<file path="config.mk">
export PLATFORM = sky130hd
export DESIGN_NAME = tlb_cache
export DESIGN_NICKNAME = d
export VERILOG_FILES = /design/src/rtl/tlb_cache_pkg.sv /design/src/rtl/tlb_cache_tlb.sv /design/src/rtl/tlb_cache.sv
export SDC_FILE = /design/constraint.sdc
export NUM_CORES = 2
export LEC_CHECK = 0
export CELL_PAD_IN_SITES_DETAIL_PLACEMENT = 0
export CELL_PAD_IN_SITES_GLOBAL_PLACEMENT = 2
export CORE_MARGIN = 2
export CORE_UTILIZATION = 40
export DETAILED_ROUTE_END_ITERATION = 10
export PLACE_DENSITY_LB_ADDON = 0.1
export SETUP_SLACK_MARGIN = 0.02
export SYNTH_ARGS = -nofsm -noshare
export SYNTH_HDL_FRONTEND = slang
export SYNTH_SLANG_ARGS = --single-unit
export TNS_END_PERCENT = 5
</file>
<file path="constraint.sdc">
create_clock -name clk -period 14.05 [get_ports clk]
set_input_delay 3.5125 -clock clk [delete_from_list [all_inputs] [get_ports clk]]
set_output_delay 3.5125 -clock clk [all_outputs]
set_load 0.1 [all_outputs]
</file>
<file path="src/rtl/tlb_cache_pkg.sv">
// Shared widths, access-size encodings and line extract/merge helpers for the
// translating L1 cache.
package tlb_cache_pkg;
  localparam int WORD_SIZE       = 32;
  localparam int CACHE_LINE_SIZE = 128;
  localparam int PAGE_WIDTH      = 20;
  localparam int OFFSET_W        = WORD_SIZE - PAGE_WIDTH;
  localparam int TLB_ENTRIES     = 4;
  localparam int TLB_IDX_W       = 2;
  localparam int CACHE_LINES     = 4;
  localparam int INDEX_W         = 2;
  localparam int LINE_OFF_W      = 4;
  localparam int TAG_LSB         = LINE_OFF_W + INDEX_W;
  localparam int TAG_W           = WORD_SIZE - TAG_LSB;
  localparam logic [PAGE_WIDTH-1:0] VPAGE_LIMIT = 20'h80000;

  localparam logic [1:0] SIZE_BYTE      = 2'd0;
  localparam logic [1:0] SIZE_HALF      = 2'd1;
  localparam logic [1:0] SIZE_WORD      = 2'd2;
  localparam logic [1:0] FULL_WORD_SIZE = SIZE_WORD;

  function automatic logic [WORD_SIZE-1:0] size_mask(input logic [1:0] size);
    case (size)
      SIZE_BYTE: size_mask = 32'h0000_00ff;
      SIZE_HALF: size_mask = 32'h0000_ffff;
      default:   size_mask = 32'hffff_ffff;
    endcase
  endfunction

  // Bytes past the end of the line shift in as zero, so misaligned reads
  // return only the part that falls inside the line.
  function automatic logic [WORD_SIZE-1:0] line_extract(
    input logic [CACHE_LINE_SIZE-1:0] line,
    input logic [LINE_OFF_W-1:0]      off,
    input logic [1:0]                 size
  );
    logic [CACHE_LINE_SIZE-1:0] sh;
    sh = line >> {off, 3'b000};
    line_extract = sh[WORD_SIZE-1:0] & size_mask(size);
  endfunction

  function automatic logic [CACHE_LINE_SIZE-1:0] line_merge(
    input logic [CACHE_LINE_SIZE-1:0] line,
    input logic [LINE_OFF_W-1:0]      off,
    input logic [WORD_SIZE-1:0]       value,
    input logic [1:0]                 size
  );
    logic [CACHE_LINE_SIZE-1:0] m;
    logic [CACHE_LINE_SIZE-1:0] v;
    m = {96'b0, size_mask(size)} << {off, 3'b000};
    v = {96'b0, value & size_mask(size)} << {off, 3'b000};
    line_merge = (line & ~m) | v;
  endfunction
endpackage

</file>
<file path="src/rtl/tlb_cache_tlb.sv">
// Fully-associative TLB: combinational lookup, identity-walk fill at the
// round-robin slot on a legal miss, exception for pages past the limit.
module tlb_cache_tlb
  import tlb_cache_pkg::*;
(
  input  logic                  clk,
  input  logic                  rst,
  input  logic                  valid_i,
  input  logic [PAGE_WIDTH-1:0] vpage_i,
  output logic                  hit_o,
  output logic [PAGE_WIDTH-1:0] ppage_o,
  output logic                  exception_o
);
  logic [TLB_ENTRIES-1:0] ent_valid_q;
  logic [PAGE_WIDTH-1:0]  ent_vpage_q [TLB_ENTRIES];
  logic [PAGE_WIDTH-1:0]  ent_ppage_q [TLB_ENTRIES];
  logic [TLB_IDX_W-1:0]   rr_q, rr_d;
  logic                   fill;

  always_comb begin
    hit_o   = 1'b0;
    ppage_o = '0;
    for (int i = 0; i < TLB_ENTRIES; i++) begin
      if (ent_valid_q[i] && (ent_vpage_q[i] == vpage_i)) begin
        hit_o   = 1'b1;
        ppage_o = ent_ppage_q[i];
      end
    end
  end

  assign exception_o = valid_i && (vpage_i >= VPAGE_LIMIT);
  assign fill        = valid_i && !hit_o && !exception_o;
  assign rr_d        = fill ? rr_q + 1'b1 : rr_q;

  always_ff @(posedge clk or negedge rst) begin
    if (!rst) begin
      ent_valid_q <= '0;
      rr_q        <= '0;
      for (int i = 0; i < TLB_ENTRIES; i++) begin
        ent_vpage_q[i] <= '0;
        ent_ppage_q[i] <= '0;
      end
    end else begin
      rr_q <= rr_d;
      if (fill) begin
        ent_valid_q[rr_q] <= 1'b1;
        ent_vpage_q[rr_q] <= vpage_i;
        ent_ppage_q[rr_q] <= vpage_i;
      end
    end
  end
endmodule

</file>
<file path="src/rtl/tlb_cache.sv">
// Translating L1 cache: TLB front end plus a direct-mapped write-back line
// array with a single outstanding line fetch and a store-buffer drain port.
module tlb_cache
  import tlb_cache_pkg::*;
(
  input  logic                       clk,
  input  logic                       rst,
  input  logic                       valid,
  input  logic [WORD_SIZE-1:0]       vaddr,
  input  logic [1:0]                 load_size,
  input  logic                       store,
  output logic                       tlb_hit,
  output logic                       exception,
  output logic [WORD_SIZE-1:0]       paddr,
  output logic                       hit,
  output logic                       store_stall,
  output logic [WORD_SIZE-1:0]       read_data,
  output logic                       mem_req,
  output logic [WORD_SIZE-1:0]       mem_req_addr,
  input  logic                       mem_res,
  input  logic [WORD_SIZE-1:0]       mem_res_addr,
  input  logic [CACHE_LINE_SIZE-1:0] mem_res_data,
  output logic                       mem_write,
  output logic [WORD_SIZE-1:0]       mem_write_addr,
  output logic [CACHE_LINE_SIZE-1:0] mem_write_data,
  input  logic                       wenable,
  input  logic [WORD_SIZE-1:0]       sb_addr,
  input  logic [WORD_SIZE-1:0]       sb_value,
  input  logic [1:0]                 sb_size,
  output logic                       store_success
);
  logic [PAGE_WIDTH-1:0]      ppage;
  logic [CACHE_LINE_SIZE-1:0] data_q [CACHE_LINES];
  logic [TAG_W-1:0]           tag_q  [CACHE_LINES];
  logic [CACHE_LINES-1:0]     valid_q, dirty_q;
  logic                       pending_q, pending_d;
  logic [WORD_SIZE-LINE_OFF_W-1:0] pend_line_q, pend_line_d;
  logic [INDEX_W-1:0]         idx, fidx, sidx;
  logic                       lookup, fill, fill_same, present;
  logic [CACHE_LINE_SIZE-1:0] drain_base, drain_line;
  logic                       unused_res_lsbs;

  tlb_cache_tlb u_tlb (
    .clk         (clk),
    .rst         (rst),
    .valid_i     (valid),
    .vpage_i     (vaddr[WORD_SIZE-1:OFFSET_W]),
    .hit_o       (tlb_hit),
    .ppage_o     (ppage),
    .exception_o (exception)
  );

  assign paddr  = tlb_hit ? {ppage, vaddr[OFFSET_W-1:0]} : '0;
  assign idx    = paddr[TAG_LSB-1:LINE_OFF_W];
  assign lookup = valid && tlb_hit;

  assign hit          = lookup && valid_q[idx] && (tag_q[idx] == paddr[WORD_SIZE-1:TAG_LSB]);
  assign read_data    = hit ? line_extract(data_q[idx], paddr[LINE_OFF_W-1:0], load_size) : '0;
  assign store_stall  = store && lookup && !hit;
  assign mem_req      = lookup && !hit && !pending_q;
  assign mem_req_addr = {paddr[WORD_SIZE-1:LINE_OFF_W], 4'b0};

  // Only the line address of a response matters; the offset bits are ignored.
  assign unused_res_lsbs = ^mem_res_addr[LINE_OFF_W-1:0];
  assign fill = pending_q && mem_res && (mem_res_addr[WORD_SIZE-1:LINE_OFF_W] == pend_line_q);
  assign fidx = mem_res_addr[TAG_LSB-1:LINE_OFF_W];

  assign mem_write      = fill && valid_q[fidx] && dirty_q[fidx];
  assign mem_write_addr = mem_write ? {tag_q[fidx], fidx, 4'b0} : '0;
  assign mem_write_data = mem_write ? data_q[fidx] : '0;

  // A drain landing on the line being filled this edge sees the incoming
  // line, so the fill and the merge commit together.
  assign sidx       = sb_addr[TAG_LSB-1:LINE_OFF_W];
  assign fill_same  = fill && (fidx == sidx);
  assign present    = fill_same ? (mem_res_addr[WORD_SIZE-1:TAG_LSB] == sb_addr[WORD_SIZE-1:TAG_LSB])
                                : (valid_q[sidx] && (tag_q[sidx] == sb_addr[WORD_SIZE-1:TAG_LSB]));
  assign store_success = wenable && present;
  assign drain_base = fill_same ? mem_res_data : data_q[sidx];
  assign drain_line = line_merge(drain_base, sb_addr[LINE_OFF_W-1:0], sb_value, sb_size);

  always_comb begin
    pending_d   = pending_q;
    pend_line_d = pend_line_q;
    if (fill) pending_d = 1'b0;
    if (mem_req) begin
      pending_d   = 1'b1;
      pend_line_d = paddr[WORD_SIZE-1:LINE_OFF_W];
    end
  end

  always_ff @(posedge clk or negedge rst) begin
    if (!rst) begin
      valid_q     <= '0;
      dirty_q     <= '0;
      pending_q   <= 1'b0;
      pend_line_q <= '0;
      for (int i = 0; i < CACHE_LINES; i++) begin
        data_q[i] <= '0;
        tag_q[i]  <= '0;
      end
    end else begin
      pending_q   <= pending_d;
      pend_line_q <= pend_line_d;
      if (fill) begin
        data_q[fidx]  <= mem_res_data;
        tag_q[fidx]   <= mem_res_addr[WORD_SIZE-1:TAG_LSB];
        valid_q[fidx] <= 1'b1;
        dirty_q[fidx] <= 1'b0;
      end
      if (store_success) begin
        data_q[sidx]  <= drain_line;
        dirty_q[sidx] <= 1'b1;
      end
    end
  end
endmodule

</file>
-- Word level (Yosys, flattened, before mapping)
Cells that the tools add are included.
- bits in registers: 819
- input port bits: 266
- add/subtract/negate cells: 1
- order comparisons: 15
- equal/unequal tests: 11
- shifts and indexed selects: 3
- mux-type cells: 67
- bitwise operators: 14
- reductions and logical operators: 34
- operator list (operator ; number):
    128-bit 2-to-1 mux ; 10
    512-bit bitwise mux ; 2
    512-bit 2-to-1 mux ; 2
    128-bit binary-select mux with 2-bit select ; 3
    128-bit demux with 2-bit select ; 2
    32-bit by 7-bit left shift with 128-bit output ; 2
    26-bit 2-to-1 mux ; 7
    80-bit bitwise mux ; 2
    26-bit binary-select mux with 2-bit select ; 3
    128-bit bitwise AND ; 1
    128-bit inverter ; 1
    128-bit OR ; 1
    32-bit case mux with 2 select lines ; 2
    128-bit by 7-bit right shift with 32-bit output ; 1
    104-bit bitwise mux ; 1
    20-bit 2-to-1 mux ; 5
    32-bit 2-to-1 mux ; 3
    20-bit equality test ; 4
    26-bit equality test ; 3
    32-bit bitwise AND ; 2
    26-bit demux with 2-bit select ; 1
    20-bit demux with 2-bit select ; 1
    28-bit equality test ; 1
    1-bit logical AND ; 27
    19 further kinds ; 58

-- Logic depth before layout (Yosys ltp)
- depth in word-level cells: 17
- gate-level depth with buffers: 18
- gate-level depth less buffers: 14

-- Hierarchy
Synthesis repeated with hierarchy kept, for this count alone.
- cells, all modules: 5656
- area total of the unflattened synthesis: 57157.3 µm²
- by module, submodules not included (module ; instances ; cells an instance ; area an instance (µm²)):
    tlb_cache ; 1 ; 5181 ; 51670.8
    tlb_cache_tlb ; 1 ; 475 ; 5486.5

-- Worst setup path after synthesis
No wires, ideal clock.
- path kind: input port to output port
- start: input vaddr[19]
- end: output read_data[22]
- arrival time: 10.428 ns
- path slack: 0.110 ns
- stages on the path: 13
- path buffers: 2
- cells stage by stage: buf_4 xor2_1 or4_1 or4_4 o22a_4 buf_2 a211oi_1 o22a_1 xnor2_1 nor4_1 and4_4 nand2_2 a2111oi_1
- elaborated cells between the ends (all ways): 33
- classes of those cells: eq/ne (5); shift (1); mux (18); bitwise (2); reduce/logical (7)
- RTL lines (element ; RTL line ; text):
    from (decl) ; tlb_cache.sv:9 ; input logic [WORD_SIZE-1:0] vaddr,
    20-bit equality test ; tlb_cache_tlb.sv:24 ; if (ent_valid_q[i] && (ent_vpage_q[i] == vpage_i)) begin
    1-bit logical AND ; tlb_cache_tlb.sv:24 ;
    20-bit 2-to-1 mux or 1-bit 2-to-1 mux (tied branches) (4 in series) ; tlb_cache_tlb.sv:24 ;
    32-bit 2-to-1 mux (*) ; tlb_cache.sv:53 ; assign paddr = tlb_hit ? {ppage, vaddr[OFFSET_W-1:0]} : '0;
    via mem_req_addr[31] ; tlb_cache.sv:19 ; output logic [WORD_SIZE-1:0] mem_req_addr,
    26-bit equality test (*) ; tlb_cache.sv:57 ; assign hit = lookup && valid_q[idx] && (tag_q[idx] == paddr[WORD_SIZE-1:TAG_LSB]);
    1-bit logical AND (*) ; tlb_cache.sv:57 ;
    32-bit 2-to-1 mux (*) ; tlb_cache.sv:58 ; assign read_data = hit ? line_extract(data_q[idx], paddr[LINE_OFF_W-1:0], load_size) : '0;
    to (decl) ; tlb_cache.sv:17 ; output logic [WORD_SIZE-1:0] read_data,
The timed path passes the listed nets; every way through them passes the cells marked *. The select of a mux whose other input is x is not followed.

-- Worst setup path after layout
- start: input vaddr[19]
- end: output read_data[24]
- cells in the longest elaborated chain, start to end: 14
- elaborated cells between the ends (all ways): 33
- classes of those cells: eq/ne (5); shift (1); mux (18); bitwise (2); reduce/logical (7)
- ends and longest elaborated chain (element ; RTL line):
    20-bit equality test ; tlb_cache_tlb.sv:24
    1-bit logical AND ; tlb_cache_tlb.sv:24
    1-bit 2-to-1 mux (4 in series) ; tlb_cache_tlb.sv:24
    32-bit 2-to-1 mux ; tlb_cache.sv:53
    2-bit inverter with 3-bit output (not written as such) ; tlb_cache.sv:57, tlb_cache.sv:58
    128-bit binary-select mux with 2-bit select or 26-bit binary-select mux with 2-bit select (tied branches) ; tlb_cache.sv:58, tlb_cache.sv:57
    128-bit 2-to-1 mux (not written as such) or 26-bit 2-to-1 mux (tied branches) (2 in series) ; tlb_cache.sv:58, tlb_cache.sv:57
    128-bit by 7-bit right shift with 32-bit output or 26-bit equality test (tied branches) ; tlb_cache_pkg.sv:38, tlb_cache.sv:57
    32-bit bitwise AND or 1-bit logical AND (tied branches) ; tlb_cache_pkg.sv:39, tlb_cache.sv:57
    32-bit 2-to-1 mux (*) ; tlb_cache.sv:58
Mark *: on every way between the ends. The rest lies on a longest branch, timed or not. The select of a mux whose other input is x is not followed.

==> results.py <==
metrics = {
    "worst_setup_path": {
        "r2r_slack_ns": 8.18,
        "worstSetupPathDepth": 15,
        "cp-end-kind": "primary output",
        "cp_slowest_cell": "clkdlybuf4s50_1",
        "crit_chain": "clkdlybuf4s50_1 -> xor2_1 -> or4_1 -> or4_4 -> o22a_4 -> a31oi_4 -> buf_12 -> buf_4 -> a2bb2oi_1 -> mux2i_1 -> o221ai_1 -> a21oi_1 -> a311oi_1 -> buf_4 -> buf_12",
        "critPathMaxStageDelay_ns": 0.80,
        "worst_ep_arrival_time_ns": 10.07,
        "worstPathRequired_ns": 10.54,
        "r2r_end": "data_q[346]",
        "crit_start": "vaddr[19]",
        "crit_family": "compound AO/OA/AOI/OAI gates",
        "crit_path_max_fanout": 63,
        "worst-path-buf-inv": 5,
        "endpoint": "read_data[24]",
        "reg2regPathDepth": 13,
        "reg2reg_from": "pend_line_q[17]",
        "worst_setup_path_start_kind": "input pin",
        "critPathKind": "input pin to primary output",
    },
    "floorplanning": {
        "die_area_um2": 143000,
        "die_height_um": 378,
        "io_pins": 529,
        "std_cell_rows": 137,
        "start_util_pct": 40.2,
        "core_area_um2": 139000,
        "die_w_um": 378,
    },
    "placement": {
        "io_buffers": 516,
        "pre_cts_slack_ns": 0.702,
        "place_area_um2": 62700,
        "dp_hpwl_um": 178000,
        "gp_congestion": 0.979,
    },
    "sta": {
        "layout_min_cycle_time_ns": 13.58,
        "fmax_mhz": 73.6,
        "setup_tns_ns": 0,
        "rsz0062_at_grt": "no",
        "fin_ws_ns": 0.466,
        "fin_crit_sh_pct": 96.7,
        "maxSlewViolCount": 0,
        "clock_skew_ns": 0.0259,
        "setup_violations": 0,
        "hold_viol_final": 0,
        "worstMarginPinSlew_ns": 1.48,
        "worst_slew_margin_rel_pct": 0.813,
    },
    "clocking": {
        "path_clk_slew_ns": 0.05,
        "cts_resized": 0,
        "cts_hold_buf": 0,
        "cts_tree": "built",
        "numCtsBuffers": 97,
        "cts_max_level": 3,
        "cts_sinks": 739,
        "clk_latency_ns": 0.73,
        "cts_buffer_depth": 3,
        "post_cts.repair.setup_buffers": 0,
        "clock-root-buffer": "clkbuf_16",
    },
    "power_and_ir_drop": {
        "switching_share_pct": 30.1,
        "switchingPower_uw": 1790,
        "comb_power_share_pct": 16.5,
        "powerDensity_nw_per_um2": 90.1,
        "p_clk_share_pct": 43.9,
        "p_int_uw": 4150,
        "seq_power_share_pct": 39.7,
        "peakVddDrop_v": 0.0000789,
        "totalPowerFinal_uw": 5940,
        "leakage_uw": 0.0271,
    },
    "yosys": {
        "synth_area_per_cell_um2": 8.91,
        "synth_area_leaders": "dfrtp_1, mux4_2, a21oi_1",
        "async_flop_share_pct": 100,
        "synthesis.instances": 6270,
        "synth.cell_area_um2": 55900,
        "postSynthRegisterBits": 739,
        "synth_ff_type": "dfrtp_1",
        "synth_largest_area_cell": "dfrtp_1",
        "ys_seq_area_share_pct": 33.1,
        "yosysUniqueCellTypes": 84,
        "synth_edf_count": 0,
        "synth_top_area_share_pct": 33.1,
        "yosysWarnings": 0,
    },
    "finish": {
        "final_nets": 6675,
        "area_growth_pct": 18.0,
        "layout_commonest_cell": "a21oi_1",
        "drive_above_1_share_pct": 13.8,
        "utilization_pct": 47.4,
        "layout_common_cells": "a21oi_1, nand2_1, dfrtp_1",
        "finish.instance_area_um2": 66000,
    },
    "routing": {
        "ant_nets": 0,
        "via_per_inst": 6.47,
        "first_pass_iters": 6,
        "drt_iter0_markers": 6625,
        "postRouteWirelength_um": 270000,
        "vias": 54200,
        "drc_errors": 0,
        "wire_per_inst_um": 32.3,
    },
    "global_routing": {
        "grt_max_degree": 161,
        "first_global_vias": 50200,
        "track_usage_pct": 37.0,
        "grt_pass1_wl_um": 385000,
        "overflow": 0,
        "antenna_found_initial": 23,
    },
    "status": {
        "status": "finished, violations left",
        "violations": "capacitance limit",
    },
    "flow_run": {
        "maxCapViolCount": 1,
    },
    "min_path": {
        "hold_class": "register to register",
    },
}
## power groups by stage
stage / Clock, uW / Combinational (uW) / Sequential (uW)
after CTS: 2640 / 961 / 2360
after detailed placement: 0 / 956 / 2390
final: 2610 / 978 / 2360
after floorplan: 0 / 536 / 2370
after global placement: 0 / 956 / 2390
after global routing: 2720 / 1030 / 2370
## Yosys cell counts (7+ instances only)
cell       number
dfrtp_1       739
nor2_1        266
nor2b_1       539
o22a_1         13
buf_4          45
nor3_1         30
a211o_1         7
a22oi_1        16
or2_2           8
o32ai_1         7
o221ai_1       19
clkbuf_1      510
o211ai_1       52
and3_1          9
a21o_1         12
mux2_4         28
nand2_1       760
o22ai_1        98
mux2_2        108
o22a_2          7
nor4_1         26
and2_1        144
nand4_1        43
a2bb2oi_1      24
a31oi_1        13
or3_1          15
buf_2          47
inv_1          42
mux2i_1       172
nand3_1        62
a211oi_1      586
xnor2_1       129
xor2_1         62
nand2b_1       11
o21ai_0       195
a21oi_1       922
mux4_2        312
a311oi_1       12
a22o_1         14
or4_1           8
a221oi_1        9
buf_1          59
## how the worst min path moves through the flow
stage                         start  slack, ns                    to  cells after the start
3_3_place_gp             dirty_q[3]       0.46            dirty_q[3]                      1
6_report                 dirty_q[3]       0.48            dirty_q[3]                      1
2_1_floorplan  u_tlb.ent_valid_q[1]       0.45  u_tlb.ent_valid_q[1]                      1
5_1_grt                  dirty_q[0]       0.50            dirty_q[0]                      1
3_5_place_dp             dirty_q[0]       0.47            dirty_q[0]                      1
4_1_cts                  dirty_q[1]       0.48            dirty_q[1]                      1
## registers in the layout, summed over array words and instances, names as in the netlist
| signal | flops |
|---|---|
| data_q | 512 |
| dirty_q | 4 |
| pend_line_q | 28 |
| pending_q | 1 |
| tag_q | 104 |
| u_tlb.ent_ppage_q | 80 |
| u_tlb.ent_valid_q | 4 |
| u_tlb.rr_q | 2 |
| valid_q | 4 |
## final cells by class
cell class | count | area [um^2]
inverter | 48 | 181
clock buffer | 150 | 2910
tap | 1876 | 2350
timing repair buffer | 696 | 7070
antenna | 10 | 25.0
clock inverter | 28 | 343
fill | 13300 | 73200
sequential | 739 | 18500
multi-input combinational | 4823 | 34600
## worst reg2reg max path: cells and delay by family (launching register included)
kind            cells  cell delay, ns
simple gates        7            2.87
flops               1            0.42
compound gates      3            0.86
buf+inv             2            1.43
xor+xnor            1            0.20
## stage by stage
stage          hold slack [ns]  cells
3_3_place_gp             0.461   8182
5_1_grt                  0.498   8368
3_5_place_dp             0.467   8182
2_1_floorplan            0.448   6277
6_report                 0.476   8370
4_1_cts                  0.483   8360
## metal layers
layer  wire, um  GRT usage (%)
met1     116000           53.2
met2     114000           52.5
met3      28300           9.86
met4      11900           14.9
met5         71              0
## kinds of logic (layout without fill, tap and decap cells)
group,Yosys count,after routing,synth area share (%)
AOI/OAI and AO/OA,2048,2048,22.7
and+or+nand+nor,1952,1952,17.2
DFF,739,739,33.1
buffers and inverters,715,922,5.29
muxes,620,620,18.6
xor gates and xnor gates,191,191,2.99
adders and majority gates,4,4,0.0895
other,1,18,0.00671
Power figures use the tool's default switching activity.
